File: config.mk
export PLATFORM = sky130hd
export DESIGN_NAME = bus_dma
export DESIGN_NICKNAME = d
export VERILOG_FILES = /design/src/rtl/bus_dma_pkg.sv /design/src/rtl/bus_dma.sv
export SDC_FILE = /design/constraint.sdc
export NUM_CORES = 1
export LEC_CHECK = 0
export CORE_ASPECT_RATIO = 0.6
export CORE_MARGIN = 2
export CORE_UTILIZATION = 48
export DETAILED_ROUTE_END_ITERATION = 10
export GPL_TIMING_DRIVEN = 0
export HOLD_SLACK_MARGIN = 0.15
export PLACE_DENSITY = 0.78
export SYNTH_ARGS = -nofsm -noshare
export SYNTH_HDL_FRONTEND = slang
export SYNTH_SLANG_ARGS = --single-unit
File: constraint.sdc
create_clock -name clk -period 2 [get_ports clk]
set_input_delay 0.3 -clock clk [delete_from_list [all_inputs] [get_ports clk]]
set_output_delay 0.3 -clock clk [all_outputs]
set_load 0.05 [all_outputs]
File: src/rtl/bus_dma_pkg.sv
// bus_dma_pkg: shared definitions for initiators on the SoC bus.
//   ADDR_W_DEF / DATA_W_DEF : default bus address and data widths
//   ADDR_MASK               : mask of the 17-bit bus address space
//   bus_dma_state_t         : DMA channel FSM state encoding
// Also imported by the arbiter and any future bus initiator.
package bus_dma_pkg;

    localparam int ADDR_W_DEF = 17;
    localparam int DATA_W_DEF = 8;

    localparam logic [ADDR_W_DEF-1:0] ADDR_MASK = 17'h1FFFF;

    typedef enum logic [2:0] {
        IDLE = 3'd0,
        REQ  = 3'd1,
        RD   = 3'd2,
        CAP  = 3'd3,
        WR   = 3'd4,
        FIN  = 3'd5
    } bus_dma_state_t;

endpackage

File: src/rtl/bus_dma.sv
// bus_dma: single-channel DMA bus initiator. It copies length bytes from
// src_addr to dst_addr over the shared SoC bus, one byte per RD/CAP/WR
// sequence.
//
// Ports:
//   clk, reset          clock; asynchronous active-low reset
//   start, abort        launch a transfer (idle only) / stop after current byte
//   src_addr, dst_addr  base addresses, sampled on an accepted start
//   length              byte count, sampled on an accepted start (0 = no bus cycles)
//   busy, done          transfer in progress / one-cycle completion pulse
//   bus_req, bus_gnt    arbiter request / grant
//   bus_addr, bus_we    bus address and write enable
//   bus_dout, bus_din   write data / registered read data (valid the cycle after address)
//   state               current FSM state, for observation
//
// Optional build macro BUS_DMA_FILL_EN adds fill_mode/fill_byte. With fill_mode=1
// every byte is a single WR cycle of fill_byte and the source is never read.
//
// Bus handshake: bus_req is held high from REQ through WR. Grant is only looked
// at in REQ and at the end of each WR (byte boundary). Once a byte has started,
// it always runs to completion even if bus_gnt falls.
module bus_dma
    import bus_dma_pkg::*;
#(
    parameter int ADDR_W = ADDR_W_DEF,
    parameter int DATA_W = DATA_W_DEF
) (
    input  logic              clk,
    input  logic              reset,
    input  logic              start,
    input  logic              abort,
    input  logic [ADDR_W-1:0] src_addr,
    input  logic [ADDR_W-1:0] dst_addr,
    input  logic [ADDR_W-1:0] length,
`ifdef BUS_DMA_FILL_EN
    input  logic              fill_mode,
    input  logic [DATA_W-1:0] fill_byte,
`endif
    output logic              busy,
    output logic              done,
    output logic              bus_req,
    input  logic              bus_gnt,
    output logic [ADDR_W-1:0] bus_addr,
    output logic              bus_we,
    output logic [DATA_W-1:0] bus_dout,
    input  logic [DATA_W-1:0] bus_din,
    output bus_dma_state_t    state
);

    logic [ADDR_W-1:0] src_q;
    logic [ADDR_W-1:0] dst_q;
    logic [ADDR_W-1:0] cnt_q;
    logic              abort_q;
`ifdef BUS_DMA_FILL_EN
    logic              fill_q;
    logic [DATA_W-1:0] fill_byte_q;
`endif

    logic [ADDR_W-1:0] src_nxt;
    logic [ADDR_W-1:0] dst_nxt;
    logic              stop_now;

    // Address counters wrap naturally at the top of the ADDR_W space.
    assign src_nxt  = src_q + 1'b1;
    assign dst_nxt  = dst_q + 1'b1;
    // End the transfer at the end of this WR: last byte, or an abort seen now or earlier.
    assign stop_now = (cnt_q == ADDR_W'(1)) || abort_q || abort;

    // All outputs are registered and updated alongside the state transition,
    // so each reflects the state it belongs to during that state's cycle.
    always_ff @(posedge clk or negedge reset) begin
        if (!reset) begin
            state    <= IDLE;
            src_q    <= '0;
            dst_q    <= '0;
            cnt_q    <= '0;
            abort_q  <= 1'b0;
            busy     <= 1'b0;
            done     <= 1'b0;
            bus_req  <= 1'b0;
            bus_addr <= '0;
            bus_we   <= 1'b0;
            bus_dout <= '0;
`ifdef BUS_DMA_FILL_EN
            fill_q      <= 1'b0;
            fill_byte_q <= '0;
`endif
        end else begin
            done <= 1'b0;
            // Sticky abort; in IDLE an abort is ignored, even alongside start.
            if (state != IDLE) begin
                abort_q <= abort_q | abort;
            end
            case (state)
                IDLE: begin
                    if (start) begin
                        src_q   <= src_addr;
                        dst_q   <= dst_addr;
                        cnt_q   <= length;
                        abort_q <= 1'b0;
                        busy    <= 1'b1;
`ifdef BUS_DMA_FILL_EN
                        fill_q      <= fill_mode;
                        fill_byte_q <= fill_byte;
`endif
                        if (length == '0) begin
                            state <= FIN;
                        end else begin
                            state   <= REQ;
                            bus_req <= 1'b1;
                        end
                    end
                end
                REQ: begin
                    if (abort_q || abort) begin
                        state   <= FIN;
                        bus_req <= 1'b0;
                    end else if (bus_gnt) begin
`ifdef BUS_DMA_FILL_EN
                        if (fill_q) begin
                            state    <= WR;
                            bus_addr <= dst_q;
                            bus_we   <= 1'b1;
                            bus_dout <= fill_byte_q;
                        end else
`endif
                        begin
                            state    <= RD;
                            bus_addr <= src_q;
                        end
                    end
                end
                RD: begin
                    state <= CAP;
                end
                CAP: begin
                    // Read data for the RD address arrives this cycle.
                    bus_dout <= bus_din;
                    bus_addr <= dst_q;
                    bus_we   <= 1'b1;
                    state    <= WR;
                end
                WR: begin
                    src_q <= src_nxt;
                    dst_q <= dst_nxt;
                    cnt_q <= cnt_q - 1'b1;
                    if (stop_now) begin
                        state   <= FIN;
                        bus_req <= 1'b0;
                        bus_we  <= 1'b0;
                    end else if (bus_gnt) begin
`ifdef BUS_DMA_FILL_EN
                        if (fill_q) begin
                            bus_addr <= dst_nxt;
                        end else
`endif
                        begin
                            state    <= RD;
                            bus_addr <= src_nxt;
                            bus_we   <= 1'b0;
                        end
                    end else begin
                        state  <= REQ;
                        bus_we <= 1'b0;
                    end
                end
                FIN: begin
                    done    <= 1'b1;
                    busy    <= 1'b0;
                    abort_q <= 1'b0;
                    state   <= IDLE;
                end
                default: begin
                    state <= IDLE;
                end
            endcase
        end
    end

endmodule
==> metrics.yaml <==
power_and_ir_drop:
  vdd_drop_max_v: 0.00109
  power_leakage_nw: 2.99
  power-per-cell-area_mw_per_mm2: 1790
  total_power_mw: 12.9
global_routing:
  grt_start_max_net_pins: 44
  antenna_found_initial: 0
  grt_pass1_vias: 5221
  grt_usage: 0.333
  gr-total-overflow: 0
  grt_pass1_wl_mm: 28.8
logic_synthesis:
  syn_nets: 649
  async_reset_ff_frac: 1.00
  ys_top_cells_by_area: "dfrtp_1, nand2_1, nor2_1"
  yosys_warnings: 0
  synth-seq-area-share: 0.417
  avgSynthCellArea_um2: 8.67
  netlist-cell-type-count: 63
  yosysTopAreaCellShare: 0.417
  synth_edf_count: 0
  syn-cell-area_mm2: 0.00504
  synth-seq-cells: 84
  yosysTopAreaCell: "dfrtp_1"
  syn-instance-count: 581
  ys.flop_type: "dfrtp_1"
clock_network:
  cts.sinks: 84
  clk_path_buf_depth: 2
  clk_pin_slew_ps: 60
  cts-buffers-inserted: 9
  cts.htree.levels: 3
  cts_root_buffer: "clkbuf_16"
  cts_tree: "built"
  clk_latency_ps: 340
placed_design:
  port_buffers: 95
  hpwl_mm: 12.9
  place.gp.congestion: 1.00
  placed_cells: 812
timing:
  hold_violations: 0
  rsz0062_at_grt: "yes"
  hold_ws_ps: 477
  min_period_over_period: 1.05
  maxSlewViolCount: 0
  finClkSkew_ps: 5.54
  worst_pin_slew_ps: 552
  maxSlewHeadroom: 0.632
  finalSetupViolCount: 20
  worst_slack_ps: -93.8
  min_period_ps: 2090
  fmax_mhz: 478
layout:
  final_cells: 874
  final_core_utilization: 0.719
  nets: 803
  drive_above_1_share: 0.231
  insertedDiodeCount: 0
  areaGrowthSynthToFinish_pct: 42.9
setup_path:
  path_class: "reg2reg"
  critical_path_required_ps: 2230
  start_kind: "register"
  endpoint_kind: "register"
  crit_arrival_ps: 2320
  path_max_fanout: 10
routing:
  wl_per_cell_um: 21.9
  ant_nets: 0
  first_pass_iters: 9
  post-route-drc-count: 0
  first_iter_violations: 816
  wirelength_mm: 19.1
  via_per_inst: 6.53
  vias: 5711
run:
  drv_cap: 0
run_status:
  status: "complete, but fails checks"
  violations: "setup timing"
die:
  die_area_mm2: 0.0114
  io_pins: 96
  die_x_um: 136
  initial_core_util: 0.503
  fp.dieH_um: 83.4
  core_mm2: 0.0100
  rows: 28
hold_path:
  hp-class: "in2async"
==> final cells by class <==
cell class / instances / area, um2
Buffer: 34 / 264
Clock buffer: 13 / 260
Clock inverter: 2 / 35.0
Fill cell: 731 / 2820
Inverter: 12 / 48.8
Multi-Input combinational cell: 442 / 2910
Sequential cell: 84 / 2110
Tap cell: 135 / 169
Timing Repair Buffer: 152 / 1400
==> cells in the mapped netlist, types with 7 or more instances <==
| cell | count |
|---|---|
| o211ai_1 | 11 |
| a211oi_1 | 7 |
| a311oi_1 | 10 |
| nand3_1 | 27 |
| o22ai_1 | 11 |
| o311ai_0 | 7 |
| dfrtp_1 | 84 |
| nor4_1 | 9 |
| inv_1 | 12 |
| and3_1 | 7 |
| clkbuf_1 | 24 |
| nand4_1 | 11 |
| a21oi_1 | 27 |
| o21ai_0 | 32 |
| a221o_1 | 8 |
| nor3_1 | 15 |
| nand2_1 | 80 |
| mux2_2 | 14 |
| nor2_1 | 63 |
| buf_1 | 7 |
==> worst paths after layout <==
| path | startpoint | to | slack, ps | depth (start not counted) |
|---|---|---|---|---|
| max in group asynchronous | reset | cnt_q[3]$_DFFE_PN0P_ | 860 | 3 |
| setup reg to reg | cnt_q[5]$_DFFE_PN0P_ | bus_addr[0]$_DFFE_PN0P_ | -90 | 6 |
| setup / recovery | cnt_q[5]$_DFFE_PN0P_ | bus_addr[0]$_DFFE_PN0P_ | -90 | 6 |
| hold / removal | reset | cnt_q[13]$_DFFE_PN0P_ | 480 | 2 |
| hold reg to reg | bus_dout[4]$_DFFE_PN0N_ | bus_dout[4]$_DFFE_PN0N_ | 480 | 2 |
| min in group clk | bus_dout[4]$_DFFE_PN0N_ | bus_dout[4]$_DFFE_PN0N_ | 480 | 2 |
==> timing repair <==
item | in CTS | in global routing
hold endpoints to repair | 41 | 0
hold buffers | 1 | 0
pin swaps | 13 | 18
setup buffers | 25 | 32
resized for setup | 70 | 40
cloned | 0 | 0
endpoints found under the setup margin | 81 | 66
==> state kept, by name, indices dropped and copies added, names as in the netlist, 3 cells and up <==
name,flops
src_q,17
bus_dout,8
cnt_q,17
dst_q,17
bus_addr,17
state,3
==> power by group <==
group	internal [mW]	total [mW]	switching, mW	leakage, nW
Sequential	2.56	3.45	0.889	0.958
Clock	1.03	1.68	0.656	0.146
Combinational	3.21	7.75	4.55	1.88
==> cells in the final DEF (no fill, tap or decap), types with 8 or more instances in the layout <==
cell,count
clkdlybuf4s50_1,93
nand2_1,80
dfrtp_1,74
buf_4,61
nor2_1,57
o21ai_0,31
a21oi_1,27
nand3_1,26
nor3_1,14
inv_1,11
nand4_1,11
o22ai_1,11
o211ai_1,11
mux2_4,10
dfrtp_2,10
a311oi_1,9
clkbuf_16,9
buf_2,8
a221o_1,8
==> stage by stage <==
stage                     setup slack, ps  cell area [um2]  setup TNS (ps)
final                               -93.8             7200           -1330
after global placement              -2670             6200         -225020
after detailed placement             -574             6210          -29100
after floorplan                      -202             5080           -1190
after CTS                           -99.4             6890           -1300
after global routing                 -147             7200           -2580
==> cells by family after synthesis <==
logic type      synth area share
flops                      0.417
compound gates             0.215
fa+ha+maj                0.00993
mux                       0.0484
simple gates               0.246
buf+inv                   0.0492
xor+xnor                  0.0139
==> critical path, cell delays in order, from the launching register on <==
cell and delay (ps):
dfrtp_1 400, or4_4 570, nor2_4 160, nand4_1 200, nand2_4 160, buf_12 150
mux2_2 330
==> metal layers <==
layer / routed length (um) / track usage
met1: 7750 / 0.486
met2: 8030 / 0.464
met3: 2930 / 0.118
met4: 429 / 0.0881
met5: 0 / 0
No activity file was read; power rests on OpenSTA's default activity.
